==> src/rtl/packet_queue.sv <==
// Round-robin merge of loader (PL) and matching-unit (MA) packets into one FIFO feeding the executor.
// Optional same-cycle bypass of an empty queue: define PACKET_QUEUE_BYPASS_EN.
module packet_queue #(
   parameter int PACKET_WIDTH = 175,
   parameter int DEPTH        = 8,
   parameter int ADDR_WIDTH   = 3
) (
   input  logic                    CLK,
   input  logic                    RST,
   input  logic                    RECEIVE_PC_FROM_PL_VALID,
   input  logic [PACKET_WIDTH-1:0] RECEIVE_PC_FROM_PL_DATA,
   output logic                    RECEIVE_PC_FROM_PL_READY,
   input  logic                    RECEIVE_PC_FROM_MA_VALID,
   input  logic [PACKET_WIDTH-1:0] RECEIVE_PC_FROM_MA_DATA,
   output logic                    RECEIVE_PC_FROM_MA_READY,
   output logic                    SEND_PC_VALID,
   output logic [PACKET_WIDTH-1:0] SEND_PC_DATA,
   input  logic                    SEND_PC_READY
);

   typedef enum logic {PRIO_PL = 1'b0, PRIO_MA = 1'b1} prio_e;

   localparam logic [ADDR_WIDTH:0] FULL_COUNT = (ADDR_WIDTH + 1)'(DEPTH);

   logic [PACKET_WIDTH-1:0] mem_q [DEPTH];
   logic [ADDR_WIDTH-1:0]   wr_ptr_q, wr_ptr_d;
   logic [ADDR_WIDTH-1:0]   rd_ptr_q, rd_ptr_d;
   logic [ADDR_WIDTH:0]     count_q, count_d;
   prio_e                   prio_q, prio_d;

   logic                    full;
   logic                    empty;
   logic                    pl_grant;
   logic                    ma_grant;
   logic                    wr_grant;
   logic                    bypass;
   logic                    wr_en;
   logic                    rd_en;
   logic [PACKET_WIDTH-1:0] wr_data;

   always_comb begin
      full  = (count_q == FULL_COUNT);
      empty = (count_q == '0);

      // READY looks only at input VALIDs and registered state, never at SEND_PC_READY.
      pl_grant = !RST && !full && RECEIVE_PC_FROM_PL_VALID &&
                 (!RECEIVE_PC_FROM_MA_VALID || (prio_q == PRIO_PL));
      ma_grant = !RST && !full && RECEIVE_PC_FROM_MA_VALID &&
                 (!RECEIVE_PC_FROM_PL_VALID || (prio_q == PRIO_MA));
      wr_grant = pl_grant || ma_grant;
      wr_data  = pl_grant ? RECEIVE_PC_FROM_PL_DATA : RECEIVE_PC_FROM_MA_DATA;

      RECEIVE_PC_FROM_PL_READY = pl_grant;
      RECEIVE_PC_FROM_MA_READY = ma_grant;

`ifdef PACKET_QUEUE_BYPASS_EN
      bypass = wr_grant && empty && SEND_PC_READY;
`else
      bypass = 1'b0;
`endif

      wr_en = wr_grant && !bypass;
      rd_en = !RST && !empty && SEND_PC_READY;

      SEND_PC_VALID = !RST && (!empty || bypass);
      SEND_PC_DATA  = bypass ? wr_data : mem_q[rd_ptr_q];

      wr_ptr_d = wr_en ? wr_ptr_q + ADDR_WIDTH'(1) : wr_ptr_q;
      rd_ptr_d = rd_en ? rd_ptr_q + ADDR_WIDTH'(1) : rd_ptr_q;

      count_d = count_q;
      case ({wr_en, rd_en})
         2'b10:   count_d = count_q + (ADDR_WIDTH + 1)'(1);
         2'b01:   count_d = count_q - (ADDR_WIDTH + 1)'(1);
         default: count_d = count_q;
      endcase

      // Priority flips to the other source only after a granted packet, bypassed or stored.
      prio_d = prio_q;
      if (wr_grant) begin
         prio_d = pl_grant ? PRIO_MA : PRIO_PL;
      end
   end

   always_ff @(posedge CLK) begin
      if (RST) begin
         wr_ptr_q <= '0;
         rd_ptr_q <= '0;
         count_q  <= '0;
         prio_q   <= PRIO_PL;
      end else begin
         wr_ptr_q <= wr_ptr_d;
         rd_ptr_q <= rd_ptr_d;
         count_q  <= count_d;
         prio_q   <= prio_d;
      end
   end

   always_ff @(posedge CLK) begin
      if (wr_en) begin
         mem_q[wr_ptr_q] <= wr_data;
      end
   end

endmodule

==> config.mk <==
export PLATFORM = sky130hd
export DESIGN_NAME = packet_queue
export DESIGN_NICKNAME = d
export VERILOG_FILES = /design/src/rtl/packet_queue.sv
export SDC_FILE = /design/constraint.sdc
export NUM_CORES = 1
export LEC_CHECK = 0
export CELL_PAD_IN_SITES_DETAIL_PLACEMENT = 1
export CELL_PAD_IN_SITES_GLOBAL_PLACEMENT = 1
export CORE_MARGIN = 1.5
export CORE_UTILIZATION = 30
export CTS_CLUSTER_SIZE = 30
export DETAILED_ROUTE_END_ITERATION = 12
export MAX_ROUTING_LAYER = met4
export PLACE_DENSITY_LB_ADDON = 0.1
export SETUP_SLACK_MARGIN = 0.4
export SYNTH_ARGS = -nofsm -noshare
export SYNTH_HDL_FRONTEND = slang
export SYNTH_SLANG_ARGS = --single-unit
==> constraint.sdc <==
create_clock -name CLK -period 27.1 [get_ports CLK]
set_input_delay 4.065 -clock CLK [delete_from_list [all_inputs] [get_ports CLK]]
set_output_delay 4.065 -clock CLK [all_outputs]
set_load 0.05 [all_outputs]
Word-level counts from Yosys, hierarchy flattened
Memory sizes are Yosys's and may differ from the RTL's. A register that Yosys moved wholly into a read port is not among the register bits. Index checks and enable logic that the tools add are counted. Widths: inputs -> output; s select.

Bits in registers: 11. RAM bits: 1400. Input port bits: 355. Output and inout port bits: 178. Word-level logic and storage cells: 37. Memories kept: 1.

Add/subtract/negate cells: 4. Equal/unequal tests: 3. Mux-type cells: 7. Bitwise gates (word level): 1. Reduce and logical (&&, ||, !) cells: 17.

Memories: mem_q (words 8, width 175, read ports 1, clocked after Yosys merged registers in 1, write ports 1, line 25) `logic [PACKET_WIDTH-1:0] mem_q [DEPTH];`.

Operator list (count): $mux 175 (1); $pmux 4 s2 (1); $logic_and 1x1->1 (7); $add 3x1->3 const B (2); $mux 3 (2); $logic_not 1->1 (5); $add 4x1->4 const B (1); $eq 4x4->1 const B (1); $logic_not 4->1 (1); $sub 4x1->4 const B (1); $logic_or 1x1->1 (3); $mux 1 (3); $eq 2x1->1 const B (1); $eq 2x2->1 const B (1); $reduce_bool 2->1 (1); $not 1->1 (1).

Logic depth before layout (Yosys ltp)
Gate-level depths: netlist of the first run.

Depth in word-level cells: 8. Depth in mapped cells: 11. Mapped depth without buffers: 9.

Worst setup path before layout of the first run
OpenSTA, ideal clock, no wires.

Path type: input -> register. From: input RECEIVE_PC_FROM_MA_VALID. To: memory mem_q[1][0] (enable). Setup time: 1200 ps. Data arrival time: 22407 ps. Required time: 25900 ps. Setup slack: 3493 ps. Cell stages on the path: 4. Path buffers: 1. Path through: nor2_1 -> a211o_1 -> clkbuf_1 -> nor4b_1.

Longest elaborated chain between the ends: 6. Elaborated cells on any way between the ends: 8. Classes of those cells: mux (2); reduce/logical (6).

RTL lines: from (decl) (line 13) `input logic RECEIVE_PC_FROM_MA_VALID,`; $logic_not 1->1 (line 47) `(!RECEIVE_PC_FROM_MA_VALID || (prio_q == PRIO_PL));`; $logic_or 1x1->1 (line 47); $logic_and 1x1->1 (line 46) `pl_grant = !RST && !full && RECEIVE_PC_FROM_PL_VALID &&`; $logic_or 1x1->1 * (line 50) `wr_grant = pl_grant || ma_grant;`; $mux 1 * (line 100) `if (wr_en) begin`; $mux 1 (not written as such) * (line 101) `mem_q[wr_ptr_q] <= wr_data;`; to (decl) (line 25).

Every way passes the cells marked *; elsewhere a longest branch is shown, timed or not.

Worst setup path in the final report of the first run
From: input RST. To: output RECEIVE_PC_FROM_PL_READY.

Longest elaborated chain between the ends: 4.

RTL lines: from (decl) (line 9) `input logic RST,`; $logic_not 1->1 (line 46); $logic_and 1x1->1 (3 in series) (line 46); to (decl) (line 12) `output logic RECEIVE_PC_FROM_PL_READY,`.

No other way between the ends.

==> out/qor.yml, run 1 <==
nNetsFinal: 3278
layout_commonest_cell: "edfxtp_1"
cts_tree: "done"
cts-htree-levels: 4
ant_nets: 0
fp.dieH_um: 434
crit_chain: "clkdlybuf4s50_1 > a21oi_1 > and3_4 > clkdlybuf4s50_1"
synth_nets: 2659
via_count: 25400
routed_wirelength_um: 139000
ys_seq_elements: 1414
fin_area_mm2: 0.0691
final_core_util: 0.376
clkTransAtPathRegs_ps: 60
end_kind: "primary output"
setup-violations-final: 0
ys_types: 37
required_ps: 23030
layout-drive-gt1-share: 0.309
r2r_start: "count_q[1]"
first_pass_iters: 4
yosysWarnings: 0
clkSinkCount: 1414
grt_max_degree: 133
worst_slew_pin_slew_ps: 1090
rsz0062_at_grt: "false"
post-route-period-util: 0.385
fin_skew_ps: 21.1
fin_ws_ps: 16660
crit_start: "RST"
cp-start-kind: "input pin"
cp.arrival_ps: 6380
outcome: "finished clean"
grt_first_pass_wirelength_um: 200000
synth_area_leaders: "edfxtp_1 75%, mux4_2 14%, mux2_2 3.6%"
worstSetupPathType: "in -> out"
cts_resized: 0
cts_buffers: 160
post_cts_buffers: 0
wire_per_inst_um: 25.2
antenna_found_initial: 2
slew_headroom: 0.273
hold_path_class: "reg -> reg"
num_io_pins: 533
clock_latency_ps: 750
grt_pass1_vias: 28900
cp_max_fo: 16
fmax_mhz: 95.7
cpMaxStageDelayCell: "clkdlybuf4s50_1"
hold_viol: 0
via_per_inst: 4.61
dp_hpwl_um: 78600
gp_congestion: 0.695
cts_root_buf: "clkbuf_16"
drt-initial-drc-count: 1168
io_buffer_count: 532
syn_inst: 2299
clockBufferDepth: 3
powerDensity_mw_per_mm2: 79.8
dpl_worst_slack_ps: 16610
min_period_ps: 10440
fp.dieW_um: 434
rows: 157
core_area_mm2: 0.184
seq_area_frac_synth: 0.760
final_cell_mix: "1,400 x edfxtp_1, 532 x clkdlybuf4s50_1, 350 x mux4_2, 176 x mux2_2, 160 x clkbuf_16"
postCtsHoldBufs: 0
grtUsageTotal: 0.152
synth.top_cell.area_share: 0.755
drc_errors: 0
slew_violations: 0
overflow: 0
critPathMaxStageDelay_ps: 850
p_leak_nw: 21.3
p_total_mw: 5.51
place_area_mm2: 0.0640
setup_tns_ps: 0
hold_start: "rd_ptr_q[1]"
drv_cap: 0
ir_drop_v: 0.0000461
crit_top_cell: "clkdlybuf4s50_1"
area_growth_pct: 24.0
initial_core_util: 0.303
die_area_mm2: 0.188
syn_area_mm2: 0.0557
syn_area_per_cell_um2: 24.2
yosys.area.top_type: "edfxtp_1"
[final timing paths]
check                                                 to  slack (ps)  cells past startpoint
worst max-delay path            RECEIVE_PC_FROM_PL_READY       16660                      4
worst max register to register              mem_q[7][94]       23080                      6
worst min-delay path                           flip-flop         480                      2
worst min register to register                 flip-flop         480                      2
[synthesized netlist by cell type (all sizes together)]
master	instances
a211o	1
a21oi	4
a31o	1
a41oi	1
and3	1
buf	83
clkbuf	39
dfxtp	14
edfxtp	1400
ha	5
inv	2
mux2	352
mux2i	2
mux4	350
nand2	6
nand3b	1
nor2	11
nor2b	1
nor3	4
nor3b	3
nor4	2
nor4b	3
nor4bb	1
o211ai	1
o21ai	2
o31ai	1
o41ai	1
or3	1
xnor2	2
xor2	4
[critical path: cells and delay by family]
| family | cells | cell delay (ps) |
|---|---|---|
| buffers and inverters | 2 | 1570 |
| AOI/OAI and AO/OA | 1 | 370 |
| and+or+nand+nor | 1 | 360 |
[registers in the layout (all words and copies together) (netlist names), named ones only]
| register | count |
|---|---|
| prio_q | 1 |
| rd_ptr_q | 3 |
| count_q | 4 |
| wr_ptr_q | 3 |
| mem_q | 1400 |
[stage by stage]
stage,instances,hold slack [ps]
floorplan,2299,446
global placement,5220,464
detailed placement,5220,465
CTS,5514,478
global route,5516,501
finish,5516,477
[where the power goes]
group / internal (mW) / switching [mW] / total (mW) / leakage, nW
registers: 2.50 / 0.0266 / 2.53 / 12.8
clock network: 1.20 / 0.875 / 2.07 / 2.45
logic: 0.385 / 0.526 / 0.911 / 6.07
[logic make-up after synthesis]
logic type | after synthesis | share of synthesized area
adder cells (fa/ha/maj) | 5 | 0.00112
XOR/XNOR | 6 | 0.000943
buffers and inverters | 124 | 0.0115
AND/OR/NAND/NOR | 34 | 0.00355
AO/OA/AOI/OAI | 12 | 0.00144
multiplexers | 704 | 0.222
flip-flops | 1414 | 0.760
[final cells by class]
| class | count | area (µm²) |
|---|---|---|
| clock inverters | 97 | 927 |
| inverters | 2 | 7.51 |
| flip-flops and latches | 1414 | 42300 |
| diodes | 2 | 5.00 |
| repair buffers | 579 | 5770 |
| well taps | 2464 | 3080 |
| fillers | 17500 | 115000 |
| clock buffers | 197 | 4140 |
| multi-input cells | 761 | 12800 |
[layer usage]
metal  up-vias  global-route usage  share of wire
met1     13700               0.167           0.39
met4         0              0.0396          0.023
met5         -                   -              0
li1      11100                   -              -
met2       454               0.280           0.55
met3       198              0.0265          0.036
Power figures use the tool's default switching activity.
==> run 2: changes to the inputs <==
==> constraint.sdc (replaced) <==
create_clock -name CLK -period 10.6 [get_ports CLK]
set_input_delay 1.59 -clock CLK [delete_from_list [all_inputs] [get_ports CLK]]
set_output_delay 1.59 -clock CLK [all_outputs]
set_load 0.05 [all_outputs]
==> run 2 against run 1 <==
Combinational power grew to 2.6 times the previous value. Sequential share of layout area hardly changed. Sequential power grew to 2.6 times the previous value. Via count is 0.27% higher. Count of clock-buffer cells in the layout is 2 higher. Critical endpoint is now SEND_PC_DATA[126].
==> out/qor.yml, run 2 (same netlist as run 1, synthesis figures left out) <==
outcome: "finished clean"
cp_max_fo: 120
seqPwrFrac: 0.460
grt_pass1_vias: 28900
initial_core_util: 0.303
fp.dieH_um: 434
regMostFlops: "mem_q"
drc_errors: 0
powerDensity_mw_per_mm2: 204
dpl_worst_slack_ps: 5030
path_buf_inv: 3
nNetsFinal: 3274
clkSinkCount: 1414
r2r_cells: 6
required_ps: 9010
postCtsHoldBufs: 0
via_count: 25500
fin_ws_ps: 4360
fill_cells: 17500
rrSetupSlack_ps: 7100
gp_congestion: 0.676
hold-worst-slack_ps: 478
reg_top3: "mem_q x1400, count_q x4"
hold_path_class: "reg -> reg"
area_growth_pct: 23.9
hold_start: "prio_q"
p_total_mw: 14.1
worstSetupPathType: "reg -> out"
dp.cells: 5218
cts_resized: 0
fin_skew_ps: 38.1
cts_buffers: 158
core_area_mm2: 0.184
setup_tns_ps: 0
hold_viol: 0
layout-drive-gt1-share: 0.302
cpMaxStageDelayCell: "dfxtp_4"
fmax_mhz: 160
worst_slew_pin_slew_ps: 1100
hold_path_end: "prio_q"
antenna_found_initial: 3
reg2reg_to: "mem_q[6][35]"
cp-start-kind: "flip-flop"
rows: 157
cp.arrival_ps: 4650
switching_share: 0.253
clkTransAtPathRegs_ps: 60
stdcell_count: 5495
wire_per_inst_um: 25.7
clock_latency_ps: 780
io_buffer_count: 532
post_cts_buffers: 0
slew_headroom: 0.267
dp_hpwl_um: 79400
post-route-period-util: 0.588
grt_first_pass_wirelength_um: 203000
routed_wirelength_um: 141000
grtUsageTotal: 0.155
p_clk_frac: 0.374
p_leak_nw: 21.3
rsz0062_at_grt: "false"
p_int_mw: 10.5
crit_chain: "buf_12 > buf_4 > mux4_2 > mux2_2 > clkdlybuf4s50_1"
fp.dieW_um: 434
ir_drop_v: 0.000102
via_per_inst: 4.64
largest_reg_flops: 1400
final_cell_mix: "1,400 x edfxtp_1, 532 x clkdlybuf4s50_1, 350 x mux4_2, 176 x mux2_2, 164 x clkbuf_16"
cts_tree: "done"
first_pass_iters: 4
critPathMaxStageDelay_ps: 1040
drv_cap: 0
cts_root_buf: "clkbuf_16"
end_kind: "primary output"
die_area_mm2: 0.188
clockBufferDepth: 3
crit_family: "buffers and inverters"
overflow: 0
hold_path_depth: 1
ant_nets: 0
min_period_ps: 6240
grt_max_degree: 133
slew_violations: 0
layout_commonest_cell: "edfxtp_1"
drt-initial-drc-count: 1424
num_io_pins: 533
combinationalPowerShare: 0.167
power_switching_mw: 3.55
setup-violations-final: 0
r2r_start: "count_q[1]"
cts-htree-levels: 4
run 2: changes by cell type in the layout (fill, tap and decap cells not counted), sizes merged:
cell / previous run / this run
bufinv: 11 / 13
clkinvlp: 8 / 0
clkbuf: 197 / 199
diode: 2 / 1
clkinv: 71 / 62
inv: 9 / 4
buf: 47 / 45
run 2: cell type report:
cell class / count / area (µm²) / share of cell area
diodes: 1 / 2.50 / 0.0000363
clock buffers: 199 / 4240 / 0.0614
clock inverters: 77 / 707 / 0.0102
inverters: 2 / 7.51 / 0.000109
multi-input cells: 761 / 12800 / 0.186
flip-flops and latches: 1414 / 42300 / 0.613
well taps: 2464 / 3080 / 0.0447
repair buffers: 577 / 5810 / 0.0842
run 2: worst max-delay path by stage:
stage                              to  slack (ps)  cells after the start
floorplan                 mem_q[7][0]         620                      3
global placement    SEND_PC_DATA[126]        5040                      5
detailed placement  SEND_PC_DATA[126]        5030                      5
CTS                 SEND_PC_DATA[126]        4190                      5
global route        SEND_PC_DATA[126]        4060                      5
finish              SEND_PC_DATA[126]        4360                      5
run 2: routing by layer:
metal	track usage	routed length, µm	vias up
met1	0.172	54700	13800
met3	0.0249	4650	192
met2	0.285	78800	464
met4	0.0399	3020	0
li1	-	-	11100
met5	-	0	-
run 2: per-stage QoR:
stage | util | cell area, µm²
finish | 0.375 | 69000
global route | 0.375 | 69000
CTS | 0.375 | 69000
detailed placement | 0.349 | 64100
global placement | 0.349 | 64100
floorplan | - | 55800
run 2: power groups by stage:
stage          combinational (mW)  clock, mW  sequential (mW)
6_report                     2.34       5.25             6.46
5_1_grt                      2.49       5.60             6.48
4_1_cts                      2.43       5.42             6.47
3_5_place_dp                 2.42          0             6.58
3_3_place_gp                 2.39          0             6.57
2_1_floorplan                1.59          0             6.56
==> run 3: changes to the inputs <==
==> constraint.sdc (replaced) <==
create_clock -name CLK -period 6.2 [get_ports CLK]
set_input_delay 0.93 -clock CLK [delete_from_list [all_inputs] [get_ports CLK]]
set_output_delay 0.93 -clock CLK [all_outputs]
set_load 0.05 [all_outputs]
==> run 3 against run 2 <==
Non-clock buffer count grew 15. Largest power group unchanged. Hold slack gained 3.4 ps. Sequential power grew 72%. Global-route usage is essentially flat. Via count grew 0.44%. Critical path depth shrank 1. Register-to-register slack lost 3800 ps. Clock skew shrank 20 ps. Die area is the same.
==> out/qor.yml, run 3 (same netlist as run 1, synthesis figures left out) <==
outcome: "finished clean"
num_io_pins: 533
min_period_ps: 4920
clkTransAtPathRegs_ps: 60
cp_max_fo: 36
cts_buffers: 160
fin_skew_ps: 18.5
endpoint: "SEND_PC_DATA[100]"
dp_hpwl_um: 80700
via_count: 25600
end_kind: "primary output"
grt_pass1_vias: 29000
drt-initial-drc-count: 1271
post_cts_buffers: 0
p_leak_nw: 21.4
largest_reg_flops: 1400
area_growth_pct: 24.7
hold-worst-slack_ps: 482
gp_congestion: 0.680
required_ps: 5270
cts-htree-levels: 4
cts_root_buf: "clkbuf_16"
powerDensity_mw_per_mm2: 347
ir_drop_v: 0.000204
die_area_mm2: 0.188
core_area_mm2: 0.184
antenna_found_initial: 1
fmax_mhz: 203
first_pass_iters: 4
layout_commonest_cell: "edfxtp_1"
grtUsageTotal: 0.155
ant_nets: 0
cts_tree: "done"
worstSetupPathType: "reg -> out"
initial_core_util: 0.303
fp.dieW_um: 434
clockBufferDepth: 3
cts_resized: 0
overflow: 0
cp-start-kind: "flip-flop"
r2r_start: "count_q[1]"
slew_violations: 0
drv_cap: 0
final_core_util: 0.378
routed_wirelength_um: 142000
slew_headroom: 0.315
io_buffer_count: 532
drc_errors: 0
hold_viol: 0
wire_per_inst_um: 25.7
worst_slew_pin_slew_ps: 1030
reg_top3: "mem_q x1400, count_q x4"
grt_max_degree: 109
r2r_cells: 6
final_cell_mix: "1,400 x edfxtp_1, 532 x clkdlybuf4s50_1, 350 x mux4_2, 176 x mux2_2, 165 x clkbuf_16"
setup-violations-final: 0
layout-drive-gt1-share: 0.308
rrSetupSlack_ps: 3290
p_total_mw: 24.1
rsz0062_at_grt: "false"
hold_path_class: "reg -> reg"
regMostFlops: "mem_q"
post-route-period-util: 0.793
postCtsHoldBufs: 0
via_per_inst: 4.64
rows: 157
cp.arrival_ps: 3990
fp.dieH_um: 434
grt_first_pass_wirelength_um: 203000
clock_latency_ps: 770
nNetsFinal: 3291
reg2reg_to: "mem_q[4][85]"
clkSinkCount: 1414
-- run 3: cell count changes in the layout (fill, tap and decap cells not counted), moves of 3 or more --
cell / before / now
inv_6: 2 / 6
bufinv_16: 13 / 8
buf_4: 33 / 22
inv_16: 0 / 3
buf_12: 12 / 38
clkinvlp_4: 0 / 9
clkinv_1: 42 / 30
clkbuf_1: 35 / 43
-- run 3: worst min-delay path by stage --
stage               slack (ps)        start  cells past startpoint         to
detailed placement         470  rd_ptr_q[1]                      2  flip-flop
CTS                        480  rd_ptr_q[1]                      2  flip-flop
global route               490  rd_ptr_q[1]                      2  flip-flop
finish                     480  rd_ptr_q[1]                      2  flip-flop
global placement           450  rd_ptr_q[1]                      2  flip-flop
floorplan                  450  rd_ptr_q[1]                      2  flip-flop
-- run 3: final cells by class --
type | count | area [µm²]
fill | 17500 | 114000
sequential | 1414 | 42300
multi-input combinational | 761 | 12800
timing repair buffer | 592 | 6250
clock buffer | 208 | 4290
tap | 2464 | 3080
clock inverter | 77 | 672
inverter | 2 | 7.51
antenna | 2 | 5.00
-- run 3: per-layer routing --
layer  global-route usage  share of wire
met5                    -              0
met4               0.0418          0.023
met3               0.0247          0.033
met2                0.287           0.56
met1                0.171           0.39
-- run 3: worst max-delay path, cell delays in order (launching register included) --
cell and delay, ps:
dfxtp_4 990, buf_4 550, mux4_2 550, mux2_2 270, clkdlybuf4s50_1 800
-- run 3: through the flow --
stage | cell area (µm²) | setup WS [ps] | TNS [ps] | std cells
after floorplan | 55800 | -1250 | -723250 | 2299
after global placement | 64500 | 1900 | 0 | 5233
after detailed placement | 64500 | 1810 | 0 | 5233
after CTS | 69500 | 1070 | 0 | 5518
after global routing | 69500 | 1010 | 0 | 5519
final | 69500 | 1280 | 0 | 5520
-- run 3: where the power goes --
group | switching, mW | total [mW] | internal, mW
Combinational | 2.33 | 4.07 | 1.74
Sequential | 0.121 | 11.1 | 10.9
Clock | 3.75 | 8.97 | 5.22
